File: config.mk
export PLATFORM = sky130hd
export DESIGN_NAME = csa_seq_mult_flat
export DESIGN_NICKNAME = d
export VERILOG_FILES = /design/src/rtl/csa_mult_pkg.sv /design/src/rtl/csa_seq_mult_if.sv /design/src/rtl/csa_row.sv /design/src/rtl/csa_seq_mult.sv /design/src/flat_wrapper.sv
export SDC_FILE = /design/constraint.sdc
export NUM_CORES = 1
export LEC_CHECK = 0
export CORE_UTILIZATION = 55
export DETAILED_ROUTE_END_ITERATION = 12
export GPL_TIMING_DRIVEN = 0
export HOLD_SLACK_MARGIN = 0.12
export PLACE_DENSITY_LB_ADDON = 0.15
export SYNTH_ARGS = -nofsm -noshare
export SYNTH_HDL_FRONTEND = slang
export SYNTH_HIERARCHICAL = 1
export SYNTH_SLANG_ARGS = --single-unit
File: constraint.sdc
create_clock -name clk -period 2.39 [get_ports clk]
set_input_delay 0.5975 -clock clk [delete_from_list [all_inputs] [get_ports clk]]
set_output_delay 0.5975 -clock clk [all_outputs]
set_load 0.02 [all_outputs]
File: src/rtl/csa_mult_pkg.sv
// Shared types and constants for the sequential carry-save mantissa multiplier.
//   state_t : controller states
//   MANT_W  : default mantissa width (hidden bit included)
package csa_mult_pkg;

    localparam int MANT_W = 24;

    typedef enum logic [1:0] {
        IDLE,
        ACCUM,
        RESOLVE,
        DONE
    } state_t;

endpackage

File: src/rtl/csa_seq_mult_if.sv
// Operand/result handshake bundle for csa_seq_mult.
//   in_valid/in_ready/a/b    : operand channel (master drives operands)
//   out_valid/out_ready/p    : result channel (slave drives product)
//   flush                    : synchronous abort from master
//   busy                     : slave is accumulating or resolving
interface csa_seq_mult_if
    import csa_mult_pkg::*;
#(
    parameter int W = MANT_W
);
    logic             in_valid;
    logic             in_ready;
    logic [W-1:0]     a;
    logic [W-1:0]     b;
    logic             flush;
    logic             out_valid;
    logic             out_ready;
    logic [2*W-1:0]   p;
    logic             busy;

    modport master (
        output in_valid, a, b, flush, out_ready,
        input  in_ready, out_valid, p, busy
    );

    modport slave (
        input  in_valid, a, b, flush, out_ready,
        output in_ready, out_valid, p, busy
    );
endinterface

File: src/rtl/csa_row.sv
// One row of independent full adders: three N-bit vectors in, a sum vector
// and a carry vector out. c_out[i] carries weight 2^(i+1).
//   c_in, a, b : addends
//   s          : bitwise sum
//   c_out      : bitwise carry (unshifted)
module csa_row #(
    parameter int N = 25
) (
    input  logic [N-1:0] c_in,
    input  logic [N-1:0] a,
    input  logic [N-1:0] b,
    output logic [N-1:0] s,
    output logic [N-1:0] c_out
);
    assign s     = a ^ b ^ c_in;
    assign c_out = (a & b) | (a & c_in) | (b & c_in);
endmodule

File: src/rtl/csa_seq_mult.sv
// Sequential W x W unsigned multiplier: one multiplier bit per cycle is
// folded into a redundant sum/carry accumulator through a single CSA row,
// then one carry-propagate add forms the upper half of the product.
//   clk, rst_n : clock, asynchronous active-low reset
//   bus        : operand/result handshake, flush and busy (slave side)
//
// state   | meaning
// --------+----------------------------------------------------------
// IDLE    | waiting for operands, in_ready high
// ACCUM   | W cycles, one partial product retired per cycle
// RESOLVE | one cycle, S + C carry-propagate add, product registered
// DONE    | product valid and held until out_ready
module csa_seq_mult
    import csa_mult_pkg::*;
#(
    parameter int W = MANT_W
) (
    input  logic         clk,
    input  logic         rst_n,
    csa_seq_mult_if.slave bus
);
    localparam int CW = $clog2(W);

    state_t          state;
    logic [W-1:0]    a_q;
    logic [W-1:0]    b_sr;
    logic [W-1:0]    s_q;
    logic [W-1:0]    c_q;
    logic [W-1:0]    low_q;
    logic [CW-1:0]   cnt;
    logic [2*W-1:0]  p_q;
    logic            out_valid_q;
    logic            busy_q;

    logic [W-1:0]    pp;
    logic [W:0]      row_s;
    logic [W:0]      row_c;
    logic [W:0]      high;
    logic            msb_unused;

    assign pp = b_sr[0] ? a_q : '0;

    csa_row #(.N(W + 1)) u_row (
        .c_in  ({1'b0, c_q}),
        .a     ({1'b0, s_q}),
        .b     ({1'b0, pp}),
        .s     (row_s),
        .c_out (row_c)
    );

    assign high = {1'b0, s_q} + {1'b0, c_q};

    // Both MSBs are zero by construction: the row's top column has three
    // zero inputs, and the upper product half always fits in W bits.
    assign msb_unused = row_c[W] | high[W];

    assign bus.in_ready  = (state == IDLE) || ((state == DONE) && bus.out_ready);
    assign bus.out_valid = out_valid_q;
    assign bus.p         = p_q;
    assign bus.busy      = busy_q;

    always_ff @(posedge clk or negedge rst_n) begin
        if (!rst_n) begin
            state       <= IDLE;
            a_q         <= '0;
            b_sr        <= '0;
            s_q         <= '0;
            c_q         <= '0;
            low_q       <= '0;
            cnt         <= '0;
            p_q         <= '0;
            out_valid_q <= 1'b0;
            busy_q      <= 1'b0;
        end else begin
            case (state)
                IDLE: begin
                    if (bus.in_valid) begin
                        a_q    <= bus.a;
                        b_sr   <= bus.b;
                        s_q    <= '0;
                        c_q    <= '0;
                        cnt    <= '0;
                        busy_q <= 1'b1;
                        state  <= ACCUM;
                    end
                end
                ACCUM: begin
                    if (bus.flush) begin
                        busy_q <= 1'b0;
                        state  <= IDLE;
                    end else begin
                        // Sum drops its retired LSB; carry is already one
                        // position left of the sum, so it lands unshifted.
                        s_q   <= row_s[W:1];
                        c_q   <= row_c[W-1:0];
                        low_q <= {row_s[0], low_q[W-1:1]};
                        b_sr  <= b_sr >> 1;
                        cnt   <= cnt + 1'b1;
                        if (cnt == CW'(W - 1)) begin
                            state <= RESOLVE;
                        end
                    end
                end
                RESOLVE: begin
                    busy_q <= 1'b0;
                    if (bus.flush) begin
                        state <= IDLE;
                    end else begin
                        p_q         <= {high[W-1:0], low_q};
                        out_valid_q <= 1'b1;
                        state       <= DONE;
                    end
                end
                DONE: begin
                    if (bus.flush) begin
                        out_valid_q <= 1'b0;
                        state       <= IDLE;
                    end else if (bus.out_ready) begin
                        out_valid_q <= 1'b0;
                        if (bus.in_valid) begin
                            a_q    <= bus.a;
                            b_sr   <= bus.b;
                            s_q    <= '0;
                            c_q    <= '0;
                            cnt    <= '0;
                            busy_q <= 1'b1;
                            state  <= ACCUM;
                        end else begin
                            state <= IDLE;
                        end
                    end
                end
                default: state <= IDLE;
            endcase
        end
    end
endmodule

File: src/flat_wrapper.sv
// flat-port wrapper written by rule: the top's interface ports become plain ports
module csa_seq_mult_flat import csa_mult_pkg::*;
#(
    parameter int W = MANT_W
)
  (clk, rst_n, bus_in_valid, bus_a, bus_b, bus_flush, bus_out_ready, bus_in_ready, bus_out_valid, bus_p, bus_busy);
  csa_seq_mult_if #(.W(W)) bus_i ();
  input  logic clk;
  input  logic rst_n;
  input wire logic [$bits(bus_i.in_valid)-1:0] bus_in_valid;
  input wire logic [$bits(bus_i.a)-1:0] bus_a;
  input wire logic [$bits(bus_i.b)-1:0] bus_b;
  input wire logic [$bits(bus_i.flush)-1:0] bus_flush;
  input wire logic [$bits(bus_i.out_ready)-1:0] bus_out_ready;
  output wire logic [$bits(bus_i.in_ready)-1:0] bus_in_ready;
  output wire logic [$bits(bus_i.out_valid)-1:0] bus_out_valid;
  output wire logic [$bits(bus_i.p)-1:0] bus_p;
  output wire logic [$bits(bus_i.busy)-1:0] bus_busy;
  assign bus_i.in_valid = bus_in_valid;
  assign bus_i.a = bus_a;
  assign bus_i.b = bus_b;
  assign bus_i.flush = bus_flush;
  assign bus_i.out_ready = bus_out_ready;
  assign bus_in_ready = bus_i.in_ready;
  assign bus_out_valid = bus_i.out_valid;
  assign bus_p = bus_i.p;
  assign bus_busy = bus_i.busy;
  csa_seq_mult #(.W(W)) u_core (.clk(clk), .rst_n(rst_n), .bus(bus_i));
endmodule
# == Word-level counts from Yosys, hierarchy flattened ==
# Index checks and enable logic that the tools add are counted.
# classes
muxes,42
bitwise,8
n_eq_ne,12
addsub,2
reduce_logical,13
# op_table
operator,n
24-bit 2-to-1 mux,16
24-bit case mux with 3 select lines,3
24-bit bitwise AND,3
24-bit bitwise OR,2
24-bit case mux with 2 select lines,1
25-bit by 24-bit XOR with 25-bit output,1
24-bit adder,1
24-bit XOR,1
5-bit 2-to-1 mux,4
5-bit case mux with 3 select lines,1
2-bit 2-to-1 mux,6
2-bit != test (second input constant),6
3-bit AND reduction,4
1-bit 2-to-1 mux,8
2-bit case mux with 4 select lines,1
5-bit by 1-bit adder with 5-bit output (second input constant),1
5-bit == test (second input constant),1
2-bit == test (second input constant),2
1-bit case mux with 4 select lines,1
2-bit AND reduction,2
4-bit AND reduction,1
2-bit nonzero test,2
3-bit by 2-bit != test with 1-bit output (second input constant),1
3-bit != test (second input constant),1
other kinds (7),7
# totals
input_bits,53
out_inout_bits,51
reg_bits,177

# == Longest topological paths before layout ==
# depth
ltp_word,6
mapped_depth,9
mapped_depth_nobuf,8

# == By module ==
# The synthesis kept the hierarchy.
# modules_own_cells
module,cells_each,n_inst,area_per_inst_um2
csa_seq_mult,875,1,8525.7
csa_row,25,1,500.5

# == Least setup slack after synthesis ==
# Ideal clock, no wire load.
# synth_timing
path_type,flip-flop to flip-flop
start,reg u_core.s_q[0]
end,reg u_core.p_q[42] (netlist: u_core/bus.p[42])
arrival_ns,1.987
path_stages_with_launch,9
synth_period_minus_slack_ns,2.116
path_slack_ns,0.274
required_time_ns,2.262
path_cell_list,dfrtp_1 > ha_1 > fa_1 > a21o_1 > a31oi_1 > nor3_2 > nor2_1 > mux2i_1 > o21ai_0
# synth_between
elab_chain_cells,1
# synth_rtl
element,line,text
from (decl),csa_seq_mult.sv:27,logic [W-1:0] s_q;
from (signal assigned),csa_seq_mult.sv:94,s_q <= row_s[W:1];
24-bit adder,csa_seq_mult.sv:51,"assign high = {1'b0, s_q} + {1'b0, c_q};"
to (signal assigned),csa_seq_mult.sv:109,"p_q <= {high[W-1:0], low_q};"
to (decl),csa_seq_mult.sv:31,logic [2*W-1:0] p_q;
# No other way between the ends.
# A chain may end at the register's enable or synchronous reset.

# == Final worst setup path ==
# layout_timing
start,reg u_core.s_q[4]
end,reg u_core.p_q[41] (netlist: u_core/bus.p[41])
# Same word-level chain as after synthesis.

==> metrics.txt <==
# TYPE chip_impl_metric gauge
chip_impl_info{name="outcome",value="complete, no violations"} 1
chip_impl_metric{name="postLayoutCoreUtil",unit=""} 0.692
chip_impl_metric{name="ir_drop",unit="mV"} 0.612
chip_impl_metric{name="mean_syn_cell_area",unit="µm²"} 10.0
chip_impl_metric{name="ys_seq_elements",unit=""} 177
chip_impl_metric{name="sequentialPowerShare",unit=""} 0.380
chip_impl_metric{name="final_period_minus_worst_setup_slack",unit="ns"} 2.30
chip_impl_metric{name="fin_worst_skew",unit="ns"} 0.00816
chip_impl_metric{name="clock_power_share",unit=""} 0.242
chip_impl_metric{name="total_power",unit="mW"} 11.9
chip_impl_info{name="netlist.top_cell.by_area",value="sky130_fd_sc_hd__dfrtp_1"} 1
chip_impl_metric{name="top_level_ports",unit=""} 104
chip_impl_metric{name="maxSlewViolCount",unit=""} 0
chip_impl_metric{name="h-tree-depth",unit=""} 4
chip_impl_metric{name="share_of_the_synthesized_area_in_compound_gates_ao_oa_aoi_oai",unit=""} 0.0862
chip_impl_metric{name="netlist_instances",unit=""} 900
chip_impl_metric{name="grt_first_pass_wirelength",unit="µm"} 31800
chip_impl_metric{name="wl_per_cell",unit="µm"} 15.1
chip_impl_info{name="hold_class",value="primary input to async pin"} 1
chip_impl_metric{name="gp_routability_congestion",unit=""} 0.845
chip_impl_info{name="setup.worst_path.class",value="flop to flop"} 1
chip_impl_metric{name="p_sw_frac",unit=""} 0.360
chip_impl_metric{name="final_ant_viol_nets",unit=""} 0
chip_impl_info{name="tritoncts",value="done"} 1
chip_impl_metric{name="grt_antenna_before_repair",unit=""} 0
chip_impl_metric{name="setup_total_negative_slack",unit="ns"} 0
chip_impl_metric{name="cts_post_setup_buffers_inserted",unit=""} 0
chip_impl_metric{name="synth_cell_type_count",unit=""} 56
chip_impl_metric{name="intPower",unit="mW"} 7.64
chip_impl_metric{name="route.detailed.drc",unit=""} 0
chip_impl_info{name="rsz0062_at_grt",value="true"} 1
chip_impl_metric{name="power_switching",unit="mW"} 4.29
chip_impl_metric{name="timing.max_cap.violations",unit=""} 0
chip_impl_metric{name="post_synth_and_or_nand_nor_area_fraction",unit=""} 0.189
chip_impl_info{name="cts.root.buffer_cell",value="sky130_fd_sc_hd__clkbuf_16"} 1
chip_impl_metric{name="initialDrtViolationCount",unit=""} 526
chip_impl_metric{name="synthAdderAreaFrac",unit=""} 0.0965
chip_impl_metric{name="pwr_density",unit="mW/mm²"} 1080
chip_impl_metric{name="globalRoute.totalOverflow",unit=""} 0
chip_impl_metric{name="post_synth_instance_area",unit="mm²"} 0.00903
chip_impl_metric{name="vias",unit=""} 6728
chip_impl_metric{name="global_route.usage.total",unit=""} 0.245
chip_impl_metric{name="synthesis.yosys.warnings",unit=""} 6
chip_impl_metric{name="timing.slew.headroom",unit=""} 0.535
chip_impl_metric{name="crit_path_max_fanout",unit=""} 6
chip_impl_metric{name="comb_power_share",unit=""} 0.378
chip_impl_metric{name="standby_leakage_power",unit="nW"} 5.39
chip_impl_metric{name="start_util",unit=""} 0.566
chip_impl_metric{name="fin_crit_sh",unit=""} 0.962
chip_impl_metric{name="final_layout_size_suffix_gt1_frac",unit=""} 0.118
chip_impl_metric{name="postRouteWirelength",unit="µm"} 18900
chip_impl_metric{name="hold_slack",unit="ns"} 0.141
chip_impl_info{name="largest_family_of_logic_cells_by_synthesized_area",value="simple AND/OR/NAND/NOR gates"} 1
chip_impl_metric{name="chipWidth",unit="µm"} 130
chip_impl_metric{name="core",unit="mm²"} 0.0159
chip_impl_metric{name="cts-root-to-sink-buffers",unit=""} 2
chip_impl_metric{name="worstMarginPinSlew",unit="ns"} 0.698
chip_impl_metric{name="worst_setup_hold_path_clk_slew",unit="ns"} 0.06
chip_impl_info{name="critPathCaptureType",value="flop"} 1
chip_impl_metric{name="setup_viol",unit=""} 0
chip_impl_metric{name="grt_max_degree",unit=""} 101
chip_impl_metric{name="synth_edf_count",unit=""} 0
chip_impl_info{name="post_synth_main_area_contributors",value="sky130_fd_sc_hd__dfrtp_1, sky130_fd_sc_hd__nand2_1, sky130_fd_sc_hd__mux2_2"} 1
chip_impl_metric{name="synth_mux_area_frac",unit=""} 0.0911
chip_impl_info{name="layout.cells.most_common",value="sky130_fd_sc_hd__nand2_1"} 1
chip_impl_info{name="start_kind",value="flop"} 1
chip_impl_info{name="layout_common_cells",value="sky130_fd_sc_hd__nand2_1, sky130_fd_sc_hd__dfrtp_1, sky130_fd_sc_hd__clkdlybuf4s50_1"} 1
chip_impl_metric{name="clkLatencyLatePin",unit="ns"} 0.42
chip_impl_metric{name="vias_per_cell",unit=""} 5.38
chip_impl_metric{name="drtPass1Iterations",unit=""} 5
chip_impl_metric{name="critical_path_required",unit="ns"} 2.71
chip_impl_metric{name="synth-seq-area-share",unit=""} 0.491
chip_impl_metric{name="detailed_place.area",unit="mm²"} 0.0104
chip_impl_metric{name="fillers",unit=""} 1297
chip_impl_metric{name="synth_largest_type_area_fraction",unit=""} 0.491
chip_impl_metric{name="synth-xor-area-share",unit=""} 0.0146
chip_impl_metric{name="tritoncts.num_buffers",unit=""} 17
chip_impl_metric{name="clock-sinks",unit=""} 177
chip_impl_metric{name="vias_in_the_first_global_route",unit=""} 6459
chip_impl_info{name="synth_flop_cell",value="sky130_fd_sc_hd__dfrtp_1"} 1
chip_impl_metric{name="synthArstFlopShare",unit=""} 1.00
chip_impl_metric{name="rows",unit=""} 46
chip_impl_metric{name="max_freq",unit="GHz"} 0.435
chip_impl_metric{name="design_area_final",unit="mm²"} 0.0110
chip_impl_metric{name="dieHeight",unit="µm"} 130
chip_impl_metric{name="finalHoldViolCount",unit=""} 0
chip_impl_metric{name="port_buffers",unit=""} 102
chip_impl_metric{name="die_area",unit="mm²"} 0.0169
chip_impl_metric{name="area_growth",unit="%"} 22.3
chip_impl_metric{name="worstPathArrival",unit="ns"} 2.62
chip_impl_metric{name="insertedDiodeCount",unit=""} 0
chip_impl_metric{name="layout.nets",unit=""} 1130
chip_impl_metric{name="dp.final_hpwl",unit="µm"} 13800
[through the flow]
stage          worst slack, ns  instances
5_1_grt                -0.0393       1251
3_5_place_dp            -0.330       1221
4_1_cts                 0.0109       1251
6_report                0.0919       1251
3_3_place_gp             -6.52       1220
2_1_floorplan            0.274        902
[power groups by stage]
stage	logic, mW	registers [mW]	clock network (mW)
floorplan	2.71	4.73	0
global placement	4.36	4.55	0
finish	4.51	4.53	2.89
detailed placement	4.49	4.58	0
global route	4.99	4.67	3.06
CTS	4.51	4.54	2.93
[worst max-delay path, cell delays in order, from the launching register on]
cell and delay, ns:
sky130_fd_sc_hd__dfrtp_1 0.43, sky130_fd_sc_hd__ha_1 0.43, sky130_fd_sc_hd__a21oi_1 0.26, sky130_fd_sc_hd__o21ai_2 0.12
sky130_fd_sc_hd__o211ai_1 0.38, sky130_fd_sc_hd__a211oi_1 0.17, sky130_fd_sc_hd__o21a_1 0.20, sky130_fd_sc_hd__o31ai_1 0.20
[path summary, 6_finish.rpt]
kind / end / depth (start not counted) / slack [ns] / start
min in group clk: u_core/bus.p[15]$_DFFE_PN0P_ / 2 / 0.47 / u_core/bus.p[15]$_DFFE_PN0P_
max in group asynchronous: u_core/s_q[13]$_DFFE_PN0P_ / 2 / 1.32 / rst_n
worst max-delay path: u_core/bus.p[41]$_DFFE_PN0P_ / 7 / 0.09 / u_core/s_q[4]$_DFFE_PN0P_
worst min-delay path: u_core/bus.p[15]$_DFFE_PN0P_ / 1 / 0.14 / rst_n
worst min register to register: u_core/bus.p[15]$_DFFE_PN0P_ / 2 / 0.47 / u_core/bus.p[15]$_DFFE_PN0P_
worst max register to register: u_core/bus.p[41]$_DFFE_PN0P_ / 7 / 0.09 / u_core/s_q[4]$_DFFE_PN0P_
[Yosys cell counts (4+ instances only)]
cell type,number
sky130_fd_sc_hd__ha_1,28
sky130_fd_sc_hd__o211ai_1,6
sky130_fd_sc_hd__buf_2,14
sky130_fd_sc_hd__xnor2_1,8
sky130_fd_sc_hd__mux2i_1,27
sky130_fd_sc_hd__nand2b_1,4
sky130_fd_sc_hd__o21ai_1,7
sky130_fd_sc_hd__dfrtp_1,177
sky130_fd_sc_hd__xor2_1,7
sky130_fd_sc_hd__nor3_1,9
sky130_fd_sc_hd__inv_1,10
sky130_fd_sc_hd__nand3_1,64
sky130_fd_sc_hd__clkbuf_1,31
sky130_fd_sc_hd__a21oi_1,25
sky130_fd_sc_hd__o21a_1,5
sky130_fd_sc_hd__a21o_1,8
sky130_fd_sc_hd__and2_1,24
sky130_fd_sc_hd__o21ai_0,45
sky130_fd_sc_hd__mux2_2,49
sky130_fd_sc_hd__and3_1,4
sky130_fd_sc_hd__nand4_1,7
sky130_fd_sc_hd__nor2_1,14
sky130_fd_sc_hd__fa_1,26
sky130_fd_sc_hd__nand2_1,248
[sequential cells by signal, summed over array words and instances, names as in the netlist]
name and flops:
u_core/state 2, u_core/c_q 24, u_core/bus.out_valid 1, u_core/bus.busy 1, u_core/a_q 24, u_core/bus.p 48, u_core/b_sr 24, u_core/cnt 5
u_core/s_q 24, u_core/low_q 24
[per-layer routing]
| metal | wire (µm) | global-route usage |
|---|---|---|
| met5 | 0 | 0 |
| met4 | 293 | 0.0773 |
| met3 | 814 | 0.0472 |
| met2 | 8620 | 0.373 |
| met1 | 9200 | 0.355 |
[final cells by class]
class                      instances  area, µm²  area share
clock buffer                      21        450      0.0408
tap                              216        270      0.0245
multi-input combinational        662       4380       0.397
inverter                          10       37.5     0.00340
clock inverter                    10        158      0.0143
buffer                            52        256      0.0232
sequential                       177       4430       0.401
timing repair buffer             103       1050      0.0953
[cell families (layout without fill, tap and decap cells)]
| group | count (synthesis) | in the layout |
|---|---|---|
| simple gates | 387 | 387 |
| flops | 177 | 177 |
| compound gates | 127 | 127 |
| mux | 76 | 76 |
| buf+inv | 63 | 196 |
| fa+ha+maj | 54 | 54 |
| xor+xnor | 15 | 15 |
| other cells | 1 | 3 |
[repair_timing]
item,4_1_cts,5_1_grt
hold buffers,0,0
resized for setup,5,22
pin swaps,0,5
setup endpoints to repair,7,59
No activity file was read; power rests on OpenSTA's default activity.
